<file path="src/rtl/mem_stream_pkg.sv">
// Shared types and constants for the mem_stream_reader block.
// Holds the controller state encoding and the output buffer depth.
package mem_stream_pkg;

    typedef enum logic [1:0] {
        IDLE   = 2'd0,
        RUN    = 2'd1,
        FINISH = 2'd2
    } state_t;

    localparam int MEM_STREAM_BUF_DEPTH = 2;

    // Wide enough to hold 0..MEM_STREAM_BUF_DEPTH.
    localparam int MEM_STREAM_CNT_W = $clog2(MEM_STREAM_BUF_DEPTH + 1);

endpackage

</file>
<file path="src/rtl/mem_stream_fifo2.sv">
// Two-entry synchronous FIFO with occupancy count.
// It is used as the output buffer of mem_stream_reader.
module mem_stream_fifo2
    import mem_stream_pkg::*;
#(
    parameter int WIDTH = 64
) (
    input  logic                        clock,
    input  logic                        rst_n,
    input  logic                        push,
    input  logic [WIDTH-1:0]            push_data,
    input  logic                        pop,
    output logic [WIDTH-1:0]            head_data,
    output logic [MEM_STREAM_CNT_W-1:0] count
);

    logic [WIDTH-1:0] store [MEM_STREAM_BUF_DEPTH];
    logic             rd_ptr;
    logic             wr_ptr;
    logic             do_push;
    logic             do_pop;

    assign do_pop  = pop && (count != '0);
    assign do_push = push && ((count < MEM_STREAM_CNT_W'(MEM_STREAM_BUF_DEPTH)) || do_pop);

    assign head_data = store[rd_ptr];

    // Storage is cleared on reset so the head reads zero while empty.
    always_ff @(posedge clock or negedge rst_n) begin
        if (!rst_n) begin
            for (int i = 0; i < MEM_STREAM_BUF_DEPTH; i++) begin
                store[i] <= '0;
            end
            rd_ptr <= 1'b0;
            wr_ptr <= 1'b0;
            count  <= '0;
        end else begin
            if (do_push) begin
                store[wr_ptr] <= push_data;
                wr_ptr        <= ~wr_ptr;
            end
            if (do_pop) begin
                rd_ptr <= ~rd_ptr;
            end
            count <= count + MEM_STREAM_CNT_W'(do_push) - MEM_STREAM_CNT_W'(do_pop);
        end
    end

endmodule

</file>
<file path="src/rtl/mem_stream_reader.sv">
// Sequential RAM read engine that streams a contiguous address range downstream.
// Define MEM_STREAM_WRAP_EN for circular reads instead of range rejection.
module mem_stream_reader
    import mem_stream_pkg::*;
#(
    parameter int WIDTH = 64,
    parameter int DEPTH = 65704,
    localparam int AW = $clog2(DEPTH),
    localparam int LW = $clog2(DEPTH + 1)
) (
    input  logic             clock,
    input  logic             rst_n,
    input  logic             start,
    input  logic [AW-1:0]    start_addr,
    input  logic [LW-1:0]    length,
    output logic             busy,
    output logic             done,
    output logic             err,
    output logic [AW-1:0]    mem_address,
    output logic             mem_wr_en,
    output logic [WIDTH-1:0] mem_data,
    input  logic [WIDTH-1:0] mem_q,
    output logic [WIDTH-1:0] out_data,
    output logic             out_valid,
    input  logic             out_ready
);

    state_t                      state;
    state_t                      state_next;
    logic [LW-1:0]               len_q;
    logic [LW-1:0]               issued;
    logic [LW-1:0]               accepted;
    logic                        in_flight;
    logic                        err_q;
    logic                        range_ok;
    logic                        start_accept;
    logic                        go_run;
    logic                        pop;
    logic                        credit;
    logic                        issue;
    logic                        last_pop;
    logic [AW-1:0]               addr_next;
    logic [MEM_STREAM_CNT_W-1:0] fifo_count;

`ifdef MEM_STREAM_WRAP_EN
    assign range_ok = (length <= LW'(DEPTH));
`else
    logic [LW:0] range_end;

    // One extra bit so the end address can never overflow.
    assign range_end = (LW + 1)'(start_addr) + (LW + 1)'(length);
    assign range_ok  = (range_end <= (LW + 1)'(DEPTH));
`endif

    assign start_accept = (state == IDLE) && start;
    assign go_run       = start_accept && (length != '0) && range_ok;
    assign pop          = out_valid && out_ready;

    // Words already buffered or on their way must fit the buffer after this cycle's pop.
    assign credit = ({1'b0, fifo_count} + 3'(in_flight))
                    < (3'(MEM_STREAM_BUF_DEPTH) + 3'(pop));
    assign issue    = (state == RUN) && (issued != len_q) && credit;
    assign last_pop = pop && (accepted == (len_q - LW'(1)));

    assign addr_next = (mem_address == AW'(DEPTH - 1)) ? '0 : mem_address + AW'(1);

    assign busy      = (state != IDLE);
    assign done      = (state == FINISH);
    assign err       = done && err_q;
    assign mem_wr_en = 1'b0;
    assign mem_data  = '0;
    assign out_valid = (fifo_count != '0);

    always_comb begin
        state_next = state;
        case (state)
            IDLE: begin
                if (start) begin
                    state_next = go_run ? RUN : FINISH;
                end
            end
            RUN: begin
                if (last_pop) begin
                    state_next = FINISH;
                end
            end
            FINISH: begin
                state_next = IDLE;
            end
            default: begin
                state_next = IDLE;
            end
        endcase
    end

    always_ff @(posedge clock or negedge rst_n) begin
        if (!rst_n) begin
            state       <= IDLE;
            mem_address <= '0;
            len_q       <= '0;
            issued      <= '0;
            accepted    <= '0;
            in_flight   <= 1'b0;
            err_q       <= 1'b0;
        end else begin
            state     <= state_next;
            in_flight <= issue;
            if (start_accept) begin
                err_q <= (length != '0) && !range_ok;
            end
            if (go_run) begin
                mem_address <= start_addr;
                len_q       <= length;
                issued      <= '0;
                accepted    <= '0;
            end else begin
                if (issue) begin
                    mem_address <= addr_next;
                    issued      <= issued + LW'(1);
                end
                if (pop) begin
                    accepted <= accepted + LW'(1);
                end
            end
        end
    end

    // The RAM's registered output lands in the buffer one cycle after each issue.
    mem_stream_fifo2 #(
        .WIDTH(WIDTH)
    ) u_out_buf (
        .clock     (clock),
        .rst_n     (rst_n),
        .push      (in_flight),
        .push_data (mem_q),
        .pop       (pop),
        .head_data (out_data),
        .count     (fifo_count)
    );

endmodule

</file>
<file path="config.mk">
export PLATFORM = sky130hd
export DESIGN_NAME = mem_stream_reader
export DESIGN_NICKNAME = d
export VERILOG_FILES = /design/src/rtl/mem_stream_pkg.sv /design/src/rtl/mem_stream_fifo2.sv /design/src/rtl/mem_stream_reader.sv
export SDC_FILE = /design/constraint.sdc
export NUM_CORES = 1
export LEC_CHECK = 0
export ABC_CLOCK_PERIOD_IN_PS = 7650
export BUFFER_PORTS_ARGS = -buffer_cell sky130_fd_sc_hd__clkbuf_2
export CORE_MARGIN = 3
export CORE_UTILIZATION = 48
export DETAILED_ROUTE_END_ITERATION = 16
export PLACE_DENSITY = 0.82
export SYNTH_ARGS = -nofsm -noshare
export SYNTH_HDL_FRONTEND = slang
export SYNTH_SLANG_ARGS = --single-unit
export TNS_END_PERCENT = 100
</file>
<file path="constraint.sdc">
create_clock -name clock -period 7.65 [get_ports clock]
set_input_delay 0.765 -clock clock [delete_from_list [all_inputs] [get_ports clock]]
set_output_delay 0.765 -clock clock [all_outputs]
set_load 0.02 [all_outputs]
</file>
==> results of run 1 <==
[cell usage in the layout, fill, tap and decap left out, drive strengths merged, types with 8 or more instances in the layout]
cell type / synthesis / final
and3: 11 / 11
o21ai: 40 / 40
dfrtp: 204 / 204
a31oi: 24 / 24
nor3: 15 / 15
and2: 16 / 16
nor4: 8 / 8
xor2: 26 / 26
clkbuf: 37 / 216
nand2b: 10 / 10
xnor2: 55 / 55
nand3: 21 / 21
mux2: 227 / 227
inv: 14 / 16
a21oi: 23 / 23
nand2: 40 / 40
ha: 25 / 25
nand4: 15 / 15
conb: 1 / 65
nor2: 56 / 56
buf: 73 / 10
[metrics by stage]
| step | hold slack, ps | instances | worst slack (ps) | area, sq um | util |
|---|---|---|---|---|---|
| floorplan | 464.3 | 1074 | 4077 | 11650 | - |
| global placement | 480.3 | 1473 | 3216 | 12390 | 0.5390 |
| detailed placement | 487.8 | 1473 | 3186 | 12390 | 0.5390 |
| CTS | 280.4 | 1511 | 3706 | 13140 | 0.5715 |
| global route | 304.2 | 1511 | 3324 | 13140 | 0.5715 |
| finish | 265.6 | 1511 | 3703 | 13140 | 0.5715 |
[routing by layer]
| layer | vias up | GRT usage | wire length [um] |
|---|---|---|---|
| met1 | 4055 | 0.2626 | 11100 |
| met4 | 0 | 0.05168 | 547 |
| met2 | 298 | 0.3378 | 12610 |
| li1 | 3814 | - | - |
| met3 | 45 | 0.02827 | 1601 |
| met5 | - | 0 | 0 |
[state kept, by name (all words and copies together), names as in the netlist, 2 cells and up]
signal / cells
u_out_buf.store: 128
accepted: 17
issued: 17
len_q: 17
mem_address: 17
state: 2
u_out_buf.count: 2
[cells by family (layout without fill, tap and decap cells)]
group                    Yosys count  after routing  synth area share
AO/OA/AOI/OAI                    124            124           0.06955
XOR/XNOR                          81             81           0.06220
adder cells (fa/ha/maj)           26             26           0.02918
buffers and inverters            125            249           0.06450
flip-flops                       204            204            0.4476
multiplexers                     234            234            0.2303
other                              1             65         0.0003288
AND/OR/NAND/NOR                  215            215           0.09643
[power by group]
group | total [W] | internal [W] | switching [W]
clock network | 0.00110 | 0.000672 | 0.000424
registers | 0.00178 | 0.00151 | 0.000275
logic | 0.00226 | 0.00106 | 0.00120
total | 0.00514 | 0.00324 | 0.00190
[final timing paths]
| path | startpoint | end | slack [ps] | depth (start not counted) |
|---|---|---|---|---|
| min in group clock | u_out_buf.store[6] | u_out_buf.store[6] | 500 | 1 |
| setup / recovery | length[0] | mem_address[11] | 3700 | 14 |
| max in group asynchronous | rst_n | u_out_buf.rd_ptr | 6020 | 2 |
| setup reg to reg | len_q[0] | state[0] | 4360 | 11 |
| hold / removal | rst_n | u_out_buf.store[71] | 270 | 1 |
| hold reg to reg | u_out_buf.store[6] | u_out_buf.store[6] | 500 | 1 |
[worst reg2reg max path: stages, from the launching register on]
cell	delay (ps)
dfrtp_1	470
inv_1	100
ha_1	180
or3b_2	510
or3_4	370
or4_4	460
nor3_1	250
nand2_1	110
xnor2_1	150
nor4_1	240
and3_1	230
o21ai_0	80
[final cells by class]
cell class                      count  area, sq um  share of cell area
Multi-Input combinational cell    745         5821              0.4431
Sequential cell                   204         5106              0.3887
Timing Repair Buffer              196         1015             0.07725
Clock buffer                       30        621.8             0.04734
Tap cell                          313        391.6             0.02981
Clock inverter                      8        125.1            0.009525
Inverter                           15        56.30            0.004286
[synthesized netlist by cell type (8+ instances only)]
master,n
a21oi_1,23
a31oi_1,24
and2_1,16
and3_1,11
buf_4,65
clkbuf_1,37
dfrtp_1,204
ha_1,25
inv_1,14
mux2_2,226
nand2_1,40
nand2b_1,10
nand3_1,21
nand4_1,15
nor2_1,56
nor3_1,14
nor4_1,8
o21ai_0,38
xnor2_1,55
xor2_1,26
==> flow_summary.yaml, run 1 <==
status:
  status: "complete, no violations"
cts:
  cts_tree: "built"
  path_clk_slew_ps: 60
  cts_root_buffer: "clkbuf_16"
  postCtsSetupBuffers: 0
  htreeDepth: 1
  cts-root-to-sink-buffers: 3
  clock-sinks: 204
  cts_buffers: 23
  cts.hold.buffers_added: 0
  cts_resized: 0
  clk_latency_ps: 500
worst_setup_path:
  crit_path_max_fanout: 33
  path_buf_inv: 3
  worst_ep_required_time_ps: 8020
  crit_family: "compound AO/OA/AOI/OAI gates"
  cp-start-kind: "input pin"
  cpPeakStageDelay_ps: 420
  arrival_ps: 4320
  end_kind: "flop"
  critPathMostFrequentCell: "buf_4"
  crit_type: "input pin to flop"
  cp_slowest_cell: "fa_1"
  worstPathCellList: "clkbuf_2 > ha_1 > fa_1 > a211oi_1 > o211ai_1 > nor4bb_1 > o31ai_1 > a21oi_1 > xor2_1 > o41ai_4 > buf_4 > nand3_2 > buf_4 > mux2_2"
yosys:
  synth.largest_area_cell: "dfrtp_1"
  netlist_instances: 1010
  async_reset_ff_frac: 1.000
  synth_area_sq_mm: 0.01141
  ys.flop_type: "dfrtp_1"
  yosysWarnings: 0
  yosys-top-cells-area: "dfrtp_1 45%, mux2_2 22%, buf_4 4.3%"
  yosysSeqAreaShare: 0.4476
  synth_cell_types: 59
  synth-edff-count: 0
  ys_seq_elements: 204
  synth_top_cell_area_share: 0.4476
  avgSynthCellArea_sq_um: 11.29
routing:
  drc_errors: 0
  drt_wl_total_um: 25860
  vias: 8212
  vias_per_cell: 5.435
  dr.pass1.iters: 5
  drt_iter0_markers: 609
  wl_per_cell_um: 17.11
  ant_nets: 0
global_route:
  grt.overflow.total: 0
  grt_max_degree: 76
  grt_pass1_vias: 8199
  grt_usage: 0.1969
  antenna_found_initial: 0
  grt_first_pass_wirelength_um: 42350
place:
  gp_congestion: 0.9543
  portBuffers: 186
  hpwl_um: 18670
floorplanning:
  die_w_um: 160.2
  num_rows: 55
  initial_core_util: 0.4962
  die_area_sq_mm: 0.02565
  num_io_pins: 252
  coreArea_sq_mm: 0.02298
  die_h_um: 160.2
timing:
  post-route-period-util: 0.5159
  grt_setup_unrepaired: "false"
  finalSetupTns_ps: 0
  relSlewSlack: 0.4047
  finalHoldViolations: 0
  min_period_ps: 3947
  finalSetupViolCount: 0
  worstMarginPinSlew_ps: 893.0
  fmax_mhz: 253.4
  drv_slew: 0
  clock_skew_ps: 16.42
pwr:
  finalPower_w: 0.005137
  ir_drop_mv: 0.2216
  p_per_area_mw_per_mm2: 391.0
  leakage_nw: 6.060
hold_path:
  hp-class: "input pin to asynchronous set/reset pin"
layout:
  drive_gt1_frac: 0.3957
  layout.nets: 1313
  fillCellCount: 1926
  area_growth_pct: 15.17
  antenna_cells: 0
flow_run:
  drv_cap: 0
No activity file was read; power rests on OpenSTA's default activity.
==> inputs of run 2 (changes only) <==
ABC_CLOCK_PERIOD_IN_PS = 3750   (was 7650)
clock period = 3.75 ns   (was 7.65 ns; I/O delays follow)
==> flow_summary.yaml, run 2 (synthesis results as in run 1) <==
status:
  status: "finished with violations"
  violations: "hold timing"
floorplanning:
  num_io_pins: 252
  die_area_sq_mm: 0.02565
  num_rows: 55
  die_h_um: 160.2
  coreArea_sq_mm: 0.02298
  initial_core_util: 0.4962
  die_w_um: 160.2
routing:
  wl_per_cell_um: 17.29
  drc_errors: 0
  vias_per_cell: 5.438
  drt_iter0_markers: 564
  vias: 8260
  ant_nets: 0
  drt_wl_total_um: 26260
  dr.pass1.iters: 6
cts:
  postCtsSetupBuffers: 0
  path_clk_slew_ps: 60
  cts_tree: "built"
  cts.hold.buffers_added: 0
  clk_latency_ps: 510
  cts_root_buffer: "clkbuf_16"
  htreeDepth: 1
  cts-root-to-sink-buffers: 3
  clock-sinks: 204
  cts_resized: 0
  cts_buffers: 23
global_route:
  grt_first_pass_wirelength_um: 42380
  antenna_found_initial: 1
  grt_usage: 0.1985
  grt.overflow.total: 0
  grt_pass1_vias: 8144
  grt_max_degree: 112
flow_run:
  drv_cap: 0
pwr:
  ir_drop_mv: 0.3806
  p_per_area_mw_per_mm2: 800.7
  intPower_w: 0.006650
  p_seq_frac: 0.345
  swShare: 0.3727
  leakage_nw: 6.107
  pwr-share-clk: 0.213
  p_sw_w: 0.003951
  power_frac_comb: 0.442
worst_setup_path:
  crit_path_max_fanout: 5
  cp-start-kind: "flop"
  r2r_setup_slack_ps: 510
  crit_type: "flop to flop"
  end_kind: "flop"
  arrival_ps: 3610
  worst_ep_required_time_ps: 4120
timing:
  finalSetupViolCount: 0
  worst_slack_ps: 511.9
  drv_slew: 0
  fin_hold_ws_ps: -42.49
  min_period_ps: 3238
  worstMarginPinSlew_ps: 891.2
  finalSetupTns_ps: 0
  fmax_mhz: 308.8
  finalHoldViolations: 30
  grt_setup_unrepaired: "false"
  relSlewSlack: 0.4058
  post-route-period-util: 0.8635
  clock_skew_ps: 7.835
layout:
  regMostFlops: "u_out_buf.store"
  regArea_sq_mm: 0.005106
  largest_reg_flops: 128
  post-route-util: 0.5761
  drive_gt1_frac: 0.3997
  multi_input_area_sq_mm: 0.005821
  area_growth_pct: 16.09
  fillCellCount: 1871
  antenna_cells: 0
  layout.nets: 1317
  most-common-layout-cells: "226 x mux2_2, 203 x dfrtp_1, 185 x clkbuf_2"
  final_common_cell: "mux2_2"
  fin_cells: 1519
place:
  post-place-ws_ps: 305.8
  placed_cells: 1477
  gp_congestion: 0.9476
  portBuffers: 186
  hpwl_um: 18930
hold_path:
  hp-class: "input pin to asynchronous set/reset pin"
-- run 2: power groups by stage --
stage | registers [W] | logic (W) | clock network, W
6_report | 0.00365 | 0.00469 | 0.00226
5_1_grt | 0.00375 | 0.00504 | 0.00241
4_1_cts | 0.00365 | 0.00473 | 0.00232
3_5_place_dp | 0.00367 | 0.00469 | 0
3_3_place_gp | 0.00359 | 0.00458 | 0
2_1_floorplan | 0.00348 | 0.00353 | 0
-- run 2: final timing paths --
kind                           start                   end  cells past startpoint
hold reg to reg                err_q                 err_q                      1
min in group clock         mem_q[14]   u_out_buf.store[78]                      2
max in group asynchronous      rst_n  u_out_buf.store[113]                      2
setup / recovery            len_q[0]              state[0]                     11
hold / removal                 rst_n   u_out_buf.store[19]                      1
setup reg to reg            len_q[0]              state[0]                     11
-- run 2: routing by layer --
| layer | share of wire | GRT usage |
|---|---|---|
| met1 | 0.42 | 0.2567 |
| met2 | 0.49 | 0.3452 |
| met3 | 0.057 | 0.03165 |
| met4 | 0.027 | 0.05759 |
| met5 | 0.00049 | 0 |
-- run 2: final cells by class --
cell class / instances / area share
Timing Repair Buffer: 200 / 0.08268
Sequential cell: 204 / 0.3856
Multi-Input combinational cell: 745 / 0.4396
Tap cell: 313 / 0.02958
Clock inverter: 10 / 0.009260
Inverter: 15 / 0.004252
Clock buffer: 32 / 0.04904
-- run 2: through the flow --
| stage | hold WS (ps) | power (W) | area, sq um |
|---|---|---|---|
| finish | -42.49 | 0.01060 | 13240 |
| global route | 39.99 | 0.01120 | 13240 |
| detailed placement | 486.9 | 0.008365 | 12470 |
| CTS | 6.247 | 0.01069 | 13240 |
| global placement | 480.2 | 0.008176 | 12470 |
| floorplan | 79.41 | 0.007012 | 11650 |
-- run 2: worst max-delay path, stage by stage, from the launching register on --
cell and delay (ps):
dfrtp_1 480, inv_1 90, ha_1 180, or3b_2 510, or3_4 370, or4_4 450
nor3_1 220, nand2_1 100, xnor2_1 140, nor4_1 250, and3_1 220, o21ai_0 90
